--- config.mk ---
export PLATFORM = sky130hd
export DESIGN_NAME = serial_flag_adder
export DESIGN_NICKNAME = d
export VERILOG_FILES = /design/src/rtl/serial_flag_adder_pkg.sv /design/src/rtl/serial_flag_adder_digit.sv /design/src/rtl/serial_flag_adder.sv
export SDC_FILE = /design/constraint.sdc
export NUM_CORES = 1
export LEC_CHECK = 0
export ABC_AREA = 0
export BUFFER_PORTS_ARGS = -buffer_cell sky130_fd_sc_hd__buf_4
export CORE_ASPECT_RATIO = 0.7
export CORE_UTILIZATION = 35
export DETAILED_ROUTE_END_ITERATION = 12
export SLEW_MARGIN = 40
export SYNTH_ARGS = -nofsm -noshare
export SYNTH_HDL_FRONTEND = slang
export SYNTH_SLANG_ARGS = --single-unit
--- constraint.sdc ---
create_clock -name clock -period 1.7 [get_ports clock]
set_input_delay 0.17 -clock clock [delete_from_list [all_inputs] [get_ports clock]]
set_output_delay 0.17 -clock clock [all_outputs]
set_load 0.1 [all_outputs]
--- src/rtl/serial_flag_adder_pkg.sv ---
// Shared types and constants for the digit-serial flag adder.
package serial_flag_adder_pkg;

  typedef enum logic [1:0] {
    IDLE = 2'b00,
    BUSY = 2'b01,
    DONE = 2'b10
  } state_t;

  localparam logic OP_ADD = 1'b0;
  localparam logic OP_SUB = 1'b1;

endpackage

--- src/rtl/serial_flag_adder_digit.sv ---
// One digit slice of the serial adder: DIGIT_BITS-wide add with carry in/out.
module digit_adder #(
  parameter int DIGIT_BITS = 1
) (
  input  logic [DIGIT_BITS-1:0] x,
  input  logic [DIGIT_BITS-1:0] y,
  input  logic                  cin,
  output logic [DIGIT_BITS-1:0] sum,
  output logic                  cout
);

  logic [DIGIT_BITS:0] total_s;

  // Combinational digit add; the MSB of the widened total is the carry out.
  always_comb begin
    total_s = {1'b0, x} + {1'b0, y} + {{DIGIT_BITS{1'b0}}, cin};
    sum     = total_s[DIGIT_BITS-1:0];
    cout    = total_s[DIGIT_BITS];
  end

endmodule

--- src/rtl/serial_flag_adder.sv ---
// Digit-serial signed adder/subtractor with registered sum and N/Z/P/C/V flags.
module serial_flag_adder
  import serial_flag_adder_pkg::*;
#(
  parameter int N_BITS     = 8,
  parameter int DIGIT_BITS = 1
) (
  input  logic              clock,
  input  logic              reset_n,
  input  logic              start_valid,
  output logic              start_ready,
  input  logic              op_sub,
  input  logic [N_BITS-1:0] a,
  input  logic [N_BITS-1:0] b,
  output logic              result_valid,
  input  logic              result_ready,
  output logic [N_BITS-1:0] s,
  output logic              n,
  output logic              z,
  output logic              p,
  output logic              c,
  output logic              v
);

  localparam int K     = N_BITS / DIGIT_BITS;
  localparam int CNT_W = (K > 1) ? $clog2(K) : 1;

  if ((N_BITS < 2) || ((N_BITS % DIGIT_BITS) != 0)) begin : g_param_err
    $error("serial_flag_adder: DIGIT_BITS must divide N_BITS and N_BITS must be >= 2");
  end

  state_t              state_q, state_d;
  logic [N_BITS-1:0]   a_sh_q, a_sh_d;
  logic [N_BITS-1:0]   b_sh_q, b_sh_d;
  logic [N_BITS-1:0]   res_sh_q, res_sh_d;
  logic                carry_q, carry_d;
  logic [CNT_W-1:0]    cnt_q, cnt_d;
  logic [N_BITS-1:0]   s_q, s_d;
  logic                n_q, n_d, z_q, z_d, p_q, p_d, c_q, c_d, v_q, v_d;
  logic                result_valid_q, result_valid_d;

  logic [DIGIT_BITS-1:0] dig_sum_s;
  logic                  dig_cout_s;
  logic [N_BITS-1:0]     res_next_s;
  logic                  last_digit_s;

  digit_adder #(.DIGIT_BITS(DIGIT_BITS)) u_digit (
    .x    (a_sh_q[DIGIT_BITS-1:0]),
    .y    (b_sh_q[DIGIT_BITS-1:0]),
    .cin  (carry_q),
    .sum  (dig_sum_s),
    .cout (dig_cout_s)
  );

  // New digit enters at the MSB end; works even when one digit spans the word.
  assign res_next_s   = N_BITS'({dig_sum_s, res_sh_q} >> DIGIT_BITS);
  assign last_digit_s = (cnt_q == CNT_W'(K - 1));

  // Next-state, datapath and flag computation.
  always_comb begin
    state_d        = state_q;
    a_sh_d         = a_sh_q;
    b_sh_d         = b_sh_q;
    res_sh_d       = res_sh_q;
    carry_d        = carry_q;
    cnt_d          = cnt_q;
    s_d            = s_q;
    n_d            = n_q;
    z_d            = z_q;
    p_d            = p_q;
    c_d            = c_q;
    v_d            = v_q;
    result_valid_d = result_valid_q;
    case (state_q)
      IDLE: begin
        if (start_valid) begin
          a_sh_d  = a;
          b_sh_d  = (op_sub == OP_ADD) ? b : ~b;
          carry_d = (op_sub == OP_SUB);
          cnt_d   = '0;
          state_d = BUSY;
        end else begin
          state_d = IDLE;
        end
      end
      BUSY: begin
        a_sh_d   = a_sh_q >> DIGIT_BITS;
        b_sh_d   = b_sh_q >> DIGIT_BITS;
        res_sh_d = res_next_s;
        carry_d  = dig_cout_s;
        cnt_d    = cnt_q + CNT_W'(1);
        if (last_digit_s) begin
          // The operand MSBs sit at the top of the final digit.
          s_d            = res_next_s;
          c_d            = dig_cout_s;
          v_d            = (a_sh_q[DIGIT_BITS-1] == b_sh_q[DIGIT_BITS-1]) &&
                           (res_next_s[N_BITS-1] != a_sh_q[DIGIT_BITS-1]);
          n_d            = res_next_s[N_BITS-1];
          z_d            = (res_next_s == '0);
          p_d            = ~res_next_s[0];
          result_valid_d = 1'b1;
          state_d        = DONE;
        end else begin
          state_d = BUSY;
        end
      end
      DONE: begin
        if (result_ready) begin
          result_valid_d = 1'b0;
          state_d        = IDLE;
        end else begin
          state_d = DONE;
        end
      end
      default: begin
        result_valid_d = 1'b0;
        state_d        = IDLE;
      end
    endcase
  end

  // State and datapath registers.
  always_ff @(posedge clock or negedge reset_n) begin
    if (!reset_n) begin
      state_q        <= IDLE;
      a_sh_q         <= '0;
      b_sh_q         <= '0;
      res_sh_q       <= '0;
      carry_q        <= 1'b0;
      cnt_q          <= '0;
      s_q            <= '0;
      n_q            <= 1'b0;
      z_q            <= 1'b0;
      p_q            <= 1'b0;
      c_q            <= 1'b0;
      v_q            <= 1'b0;
      result_valid_q <= 1'b0;
    end else begin
      state_q        <= state_d;
      a_sh_q         <= a_sh_d;
      b_sh_q         <= b_sh_d;
      res_sh_q       <= res_sh_d;
      carry_q        <= carry_d;
      cnt_q          <= cnt_d;
      s_q            <= s_d;
      n_q            <= n_d;
      z_q            <= z_d;
      p_q            <= p_d;
      c_q            <= c_d;
      v_q            <= v_d;
      result_valid_q <= result_valid_d;
    end
  end

  assign start_ready  = (state_q == IDLE);
  assign result_valid = result_valid_q;
  assign s            = s_q;
  assign n            = n_q;
  assign z            = z_q;
  assign p            = p_q;
  assign c            = c_q;
  assign v            = v_q;

endmodule

# Word level (Yosys, flattened, before mapping)
# Cells that the tools add are included.
# word_totals
register_bits	44
output_inout_bits	15
wordCells	50
# op_classes
addsub	3
eq_ne	8
mux	16
bitwise_logic	3
reduce_logical	7
# ops
operator	n
$pmux 8 s2	2
$mux 8	3
$logic_not 8->1	1
$not 8->8	1
$ne 2x2->1 const B	3
$pmux 2 s3	1
$pmux 3 s2	1
$mux 1	4
$mux 2	2
$reduce_and 2->1	2
$add 3x1->3 const B	1
$eq 3x3->1 const B	1
$mux 3	1
$pmux 1 s3	1
$reduce_and 3->1	1
$add 1x1->2	1
$add 2x1->2	1
$eq 2x1->1 const B	1
$eq 2x2->1 const B	1
$logic_not 2->1	1
$not 1->1	2
$pmux 1 s2	1
$reduce_bool 2->1	1
$eq 1x1->1	1
2 further kinds	2

# Depth between registers and ports, before layout
# Gate-level depths: netlist (run 1).
# logic_depth
ltp_word	4
depth_mapped	6

# Cells and area by module
# From an unflattened synthesis (run 1), not the netlist that was laid out.
# hier_totals
cells_unflattened	179
area_unflattened_um2	1924.3
# by_module_without_submodules
mod	instances	cells_each	area_per_inst_um2	seq_area_each_um2
serial_flag_adder	1	178	1904.3	1051.0
digit_adder	1	1	20.0	0.0

# Least setup slack after synthesis (run 1)
# No wires, ideal clock.
# synth_path
path_kind	reg-to-reg
startpoint	reg state_q[0]
endpoint	reg a_sh_q[7]
setup_time_ps	72
arrival_time_ps	2200
required_ps	1628
slack_ps	-573
path_stages_with_launch	4
synth_period_minus_slack_ps	2273
path_cell_list	dfrtp_1 -> buf_4 -> nor2_1 -> a32o_1
# synth_between
elab_chain_len	3
# synth_rtl
item	line	source
from (decl)	serial_flag_adder.sv:32	state_t state_q, state_d;
from (signal assigned)	serial_flag_adder.sv:139	state_q <= state_d;
$logic_not 2->1 (*)	-	
net start_ready	serial_flag_adder.sv:11	output logic start_ready,
$ne 2x2->1 (no line) or $reduce_bool 2->1 (tied branches)	-	
$reduce_and 2->1 (no line)	-	
to (signal assigned)	serial_flag_adder.sv:140	a_sh_q <= a_sh_d;
to (decl)	serial_flag_adder.sv:33	logic [N_BITS-1:0] a_sh_q, a_sh_d;
# Mark *: on every way through the listed nets, which the timed path passes. The rest lies on a longest branch.
# A chain may end at the register's enable or synchronous reset.

# Final worst setup path (run 1)
# layout_path
startpoint	reg carry_q
endpoint	reg v_q (netlist: v)
# layout_between
elab_chain_len	3
# layout_rtl
item	line	source
from (decl)	serial_flag_adder.sv:36	logic carry_q, carry_d;
from (signal assigned)	serial_flag_adder.sv:143	carry_q <= carry_d;
$add 2x1->2	serial_flag_adder_digit.sv:16	total_s = {1'b0, x} + {1'b0, y} + {{DIGIT_BITS{1'b0}}, cin};
net dig_sum_s	serial_flag_adder.sv:42	logic [DIGIT_BITS-1:0] dig_sum_s;
$ne 1x1->1	serial_flag_adder.sv:97	(res_next_s[N_BITS-1] != a_sh_q[DIGIT_BITS-1]);
$logic_and 1x1->1	serial_flag_adder.sv:96	v_d = (a_sh_q[DIGIT_BITS-1] == b_sh_q[DIGIT_BITS-1]) &&
to (signal assigned)	serial_flag_adder.sv:150	v_q <= v_d;
to (decl)	serial_flag_adder.sv:39	logic n_q, n_d, z_q, z_d, p_q, p_d, c_q, c_d, v_q, v_d;
# The timed path passes the listed nets, and every way through them passes these cells.

==> metrics.cfg, run 1 <==
[critical_path]
crit_arrival_ns = 1.73
cp_num_buf_inv = 0
cpPeakStageDelay_ns = 0.63
crit_chain = fa_2 -> and3b_1 -> a21oi_1 -> o21ai_0
worst-setup-path-type = reg2reg
cpLargestDelayFamily = adder cells
crit_path_top_delay_cell = fa_2
startpoint_type = register
cp_max_fo = 5
end_kind = register
cp.required_ns = 1.87

[timing]
fmax_mhz = 640
finalCritPeriodShare_pct = 91.9
fin_skew_ns = 0.00904
finalSetupTns_ns = 0
worst_slack_ns = 0.138
slew_violations = 0
tightest_slew_ns = 0.594
hold_viol = 0
rsz0062_at_grt = no
setup_viol_count_final = 0
post-route-min-period_ns = 1.56
slew_headroom_pct = 60.4

[die]
io_pins = 36
die_w_um = 90.4
die_height_um = 63.9
initial_utilization_pct = 36.4
die_area_um2 = 5770
fp-row-count = 22
coreArea_um2 = 5260

[global_route]
grt_pass1_vias = 1285
grt_overflow = 0
grt_first_pass_wirelength_mm = 6.29
antenna_found_initial = 0
grt_max_degree = 43
track_usage_pct = 13.9

[logic_synthesis]
syn_area_per_cell_um2 = 12.1
yosys.area.top_type = dfrtp_1
synth_cell_types = 29
synthesis.area_um2 = 1910
syn-num-nets = 182
yosysTopAreaCellShare_pct = 54.9
ys_seq_area_share_pct = 54.9
yosys_warnings = 0
ys_seq_elements = 42
synthTopCellsByArea = dfrtp_1 55%, mux2_2 8.2%, nand2_1 4.1%
syn-instance-count = 158

[placement]
gp_congestion = 0.737
dpl_worst_slack_ns = 0.134
place.port_buffers = 35
place_hpwl_mm = 2.53

[clock_tree]
cts_tree = yes
clock-sinks = 42
cts_max_level = 2
cts.clk_slew.worst_paths_ns = 0.08
cts_root_buffer = clkbuf_8
clock_path_buffers = 2
cts_made_buffers = 5
clkLatencyLatePin_ns = 0.29

[drt]
wirelength_mm = 3.61
vias = 1276
initialDrtViolationCount = 53
viasPerCell = 4.73
wl_per_cell_um = 13.4
drt-pass1-iter-count = 4
ant_nets = 0
route.detailed.drc = 0

[pwr]
p_per_area_nw_per_um2 = 2210
peakVddDrop_mv = 0.788
p_leak_uw = 0.00108

[layout]
mostFrequentLayoutCells = 42 x dfrtp_1, 42 x buf_4, 21 x nand2_1
nets = 221
drive_gt1_share_pct = 36.9
synthToLayoutAreaGrowth_pct = 25.3
utilization_pct = 45.6
antennaDiodeCount = 0

[run_status]
status = finished, final reports clean

[flow_run]
maxCapViolations = 0

[min_path]
holdCritPathClass = in2reg

area by class of cell:
class,instances,area [um2]
flip-flops and latches,42,1050
clock inverters,3,68.8
well taps,72,90.1
repair buffers,43,325
inverters,1,3.75
clock buffers,5,68.8
multi-input cells,104,791
fillers,498,2860
cell usage after synthesis:
library cell and instances:
buf_4 3, ha_1 2, nor2_1 5, nand3b_4 1, dfrtp_1 42, fa_1 1
mux2_4 3, o21ai_0 14, o21bai_2 1, buf_2 2, nand2_1 21, a21oi_1 3
a22oi_1 8, a221o_1 1, or3b_1 1, nor2_4 1, buf_6 4, and3b_1 1
o211ai_1 6, clkbuf_1 2, nor4_1 2, nand3b_1 6, a22o_1 2, mux2_2 14
and2b_1 1, inv_1 1, xnor2_1 8, a32o_1 1, nor2b_1 1
repair_timing:
item	in CTS	in global routing
resized for setup	0	2
endpoints found under the setup margin	0	1
hold buffers	1	0
buffers inserted	0	0
hold endpoints to repair	42	0
power by group:
part | internal, uW | switching, uW
Clock | 589 | 355
Sequential | 1420 | 319
Combinational | 876 | 1730
Total | 2890 | 2410
routing by layer:
metal / wire [um] / track usage, % / share of wire, %
met5: 0 / 0 / 0
met4: 23 / 4.84 / 0.64
met3: 132 / 2.98 / 3.7
met2: 1450 / 20.2 / 40
met1: 2000 / 20.3 / 55
sequential cells by signal, summed over array words and instances, names as in the netlist:
name,cells
a_sh_q,8
b_sh_q,8
s,8
res_sh_q,7
cnt_q,3
state_q,2
c,1
carry_q,1
p,1
result_valid,1
v,1
z,1
kinds of logic after synthesis:
logic type / synth area share, %
compound gates: 12.5
xor+xnor: 3.66
fa+ha+maj: 2.35
buf+inv: 4.64
flops: 54.9
mux: 10.6
simple gates: 11.4
worst paths after layout:
check / start / end / slack [ns] / cells past startpoint
worst max-delay path: carry_q / v / 0.14 / 4
worst min-delay path: a[7] / a_sh_q[7] / 0.13 / 2
worst max register to register: carry_q / v / 0.14 / 4
worst min register to register: v / v / 0.48 / 2
max in group asynchronous: reset_n / cnt_q[2] / 0.95 / 2
min in group asynchronous: reset_n / s[2] / 0.39 / 2
through the flow:
stage / instance area [um2] / hold slack, ns / std cells / total power [uW]
finish: 2400 / 0.133 / 270 / 5290
global route: 2400 / 0.141 / 270 / 5610
CTS: 2390 / 0.125 / 270 / 5310
detailed placement: 2240 / 0.186 / 261 / 4360
global placement: 2240 / 0.184 / 261 / 4330
floorplan: 1920 / -0.126 / 158 / 3830
No activity file was read; power rests on OpenSTA's default activity.
==> inputs of run 2 (changes only) <==
--- a/config.mk
+++ b/config.mk
@@ -6,11 +6,12 @@
 export NUM_CORES = 1
 export LEC_CHECK = 0
 export ABC_AREA = 0
-export BUFFER_PORTS_ARGS = -buffer_cell sky130_fd_sc_hd__buf_4
+export BUFFER_PORTS_ARGS = -buffer_cell sky130_fd_sc_hd__clkbuf_2
 export CORE_ASPECT_RATIO = 0.7
 export CORE_UTILIZATION = 35
 export DETAILED_ROUTE_END_ITERATION = 12
 export SLEW_MARGIN = 40
 export SYNTH_ARGS = -nofsm -noshare
 export SYNTH_HDL_FRONTEND = slang
+export SYNTH_HIERARCHICAL = 1
 export SYNTH_SLANG_ARGS = --single-unit
==> metrics.cfg, run 2 <==
[run_status]
status = finished, final reports clean

[die]
die_w_um = 90.6  ; +0.25%
io_pins = 36  ; unchanged
initial_utilization_pct = 36.6  ; +0.19 points
fp-row-count = 22  ; unchanged
die_area_um2 = 5800  ; +0.51%
coreArea_um2 = 5260  ; unchanged
die_height_um = 64.0  ; +0.25%

[timing]
rsz0062_at_grt = no
hold_viol = 0  ; unchanged
slew_violations = 0  ; unchanged
fin_skew_ns = 0.00930  ; +0.000255 ns
fmax_mhz = 637  ; -0.55%
setup_viol_count_final = 0  ; unchanged
finalSetupTns_ns = 0  ; unchanged
slew_headroom_pct = 64.0  ; +3.6 points
finalCritPeriodShare_pct = 92.4  ; +0.51 points
post-route-min-period_ns = 1.57  ; +0.00862 ns
tightest_slew_ns = 0.543  ; -0.0509 ns

[clock_tree]
cts_made_buffers = 5  ; unchanged
cts_tree = yes
clock_path_buffers = 2  ; unchanged
cts_root_buffer = clkbuf_8
cts.clk_slew.worst_paths_ns = 0.08  ; about the same
clkLatencyLatePin_ns = 0.29  ; about the same
cts_max_level = 2  ; unchanged
clock-sinks = 42  ; unchanged

[placement]
place_hpwl_mm = 2.50  ; -0.82%
place.port_buffers = 35  ; unchanged
gp_congestion = 0.699  ; -5.2%

[logic_synthesis]
ys_async_sr_fraction_pct = 100  ; unchanged
yosysTopAreaCellShare_pct = 54.6  ; -0.29 points
synth-simple-area-share_pct = 18.5  ; +7.1 points
synth_top_family_by_area = simple AND/OR/NAND/NOR gates
synthMuxAreaShare_pct = 5.27  ; -5.3 points
syn-instance-count = 179  ; +13%
yosys.area.top_type = dfrtp_1
syn_area_per_cell_um2 = 10.8  ; -11%
synthXorXnorAreaFrac_pct = 3.64  ; -0.019 points
ys_seq_elements = 42  ; unchanged
yosys_warnings = 6  ; +6
synth_cell_types = 25  ; -14%
synthTopCellsByCount = 42 x dfrtp_1, 42 x nand2_1, 14 x o21ai_0
synth_compound_area_share_pct = 10.9  ; -1.6 points
ys_seq_area_share_pct = 54.6  ; -0.29 points
syn-num-nets = 203  ; +12%
synth_edf_count = 0  ; unchanged
yosys.area_share.adder_pct = 2.34  ; -0.012 points
synthTopCellsByArea = dfrtp_1 55%, nand2_1 8.2%, mux2_2 5.3%
synthesis.area_um2 = 1920  ; +0.52%
ys.flop_type = dfrtp_1

[drt]
wirelength_mm = 3.62  ; +0.30%
ant_nets = 0  ; unchanged
viasPerCell = 4.65  ; -1.6%
initialDrtViolationCount = 105  ; +98%
route.detailed.drc = 0  ; unchanged
wl_per_cell_um = 12.5  ; -6.3%
drt-pass1-iter-count = 4  ; unchanged
vias = 1344  ; +5.3%

[layout]
multi_input_area_um2 = 798  ; +0.95%
seq_area_um2 = 1050  ; unchanged
synthToLayoutAreaGrowth_pct = 18.0
mostFrequentLayoutCells = 42 x nand2_1, 42 x dfrtp_1, 34 x clkbuf_2
antennaDiodeCount = 0  ; unchanged
nets = 241  ; +9.0%
drive_gt1_share_pct = 30.9  ; -6.0 points
n_fill_cell = 523  ; +5.0%

[global_route]
grt_pass1_vias = 1330  ; +3.5%
grt_overflow = 0  ; unchanged
track_usage_pct = 14.1  ; +0.25 points
antenna_found_initial = 0  ; unchanged
grt_first_pass_wirelength_mm = 6.38  ; +1.3%
grt_max_degree = 43  ; unchanged

[critical_path]
startpoint_type = register
cp_max_fo = 5  ; unchanged
cp.required_ns = 1.86  ; about the same
crit_arrival_ns = 1.73  ; about the same
end_kind = register
worst-setup-path-type = reg2reg

[min_path]
holdCritPathClass = in2reg

[flow_run]
maxCapViolations = 0  ; unchanged

==> run 2: cell types whose count changed after synthesis, sizes merged, moves of 7 or more <==
| cell | delta |
|---|---|
| nand2 | +21 |
| a21oi | +7 |
| a22oi | -8 |
| and3b | +8 |
| mux2 | -8 |
==> run 2: worst paths after layout <==
path                            from         to  slack (ns)  cells after the start
max                        b_sh_q[0]          v        0.13                      4
min                             a[7]  a_sh_q[7]        0.11                      3
max reg2reg                b_sh_q[0]          v        0.13                      4
min reg2reg                a_sh_q[4]  a_sh_q[4]        0.48                      2
max in group asynchronous    reset_n       s[6]        0.85                      3
min in group asynchronous    reset_n  a_sh_q[4]        0.47                      3
==> run 2: critical path, cell delays in order, from the launching register on <==
cell and delay (ns):
dfrtp_1 0.44, fa_2 0.64, and3b_1 0.19, a21oi_1 0.10, o21ai_0 0.08
==> run 2: cell type report <==
| class | instances | area share (%) |
|---|---|---|
| Timing Repair Buffer | 43 | 11.1 |
| Sequential cell | 42 | 46.3 |
| Clock buffer | 5 | 3.03 |
| Multi-Input combinational cell | 125 | 35.2 |
| Clock inverter | 2 | 0.441 |
| Tap cell | 72 | 3.97 |
==> run 2: through the flow <==
step	setup WS [ns]	util (%)	area, um2	instances	hold WS, ns
after detailed placement	0.125	41.3	2170	281	0.279
after CTS	0.0991	43.0	2260	289	0.103
after global placement	0.155	41.3	2170	281	0.271
final	0.129	43.2	2270	289	0.105
after floorplan	0.194	-	1930	179	-0.126
after global routing	0.0413	43.2	2270	289	0.133
==> run 2: routing by layer <==
layer	GRT usage (%)	up-vias	wire (um)
li1	-	682	-
met1	20.5	622	2000
met2	19.5	36	1390
met3	3.93	4	199
met4	6.05	0	31
met5	0	-	0
==> run 2: logic make-up after synthesis <==
| group | Yosys count |
|---|---|
| buffers and inverters | 12 |
| adders and majority gates | 3 |
| and+or+nand+nor | 72 |
| xor gates and xnor gates | 8 |
| muxes | 9 |
| AOI/OAI and AO/OA | 33 |
| DFF | 42 |
==> run 2: repair_timing <==
action	4_1_cts	5_1_grt
setup buffers	0	0
hold endpoints to repair	42	0
setup endpoints to repair	0	1
resized for setup	0	2
hold buffers	1	0
Power of run 2 is left out: the tool's default activity adds up to more than one toggle a clock period on the data nets, which glitch-free logic cannot reach.
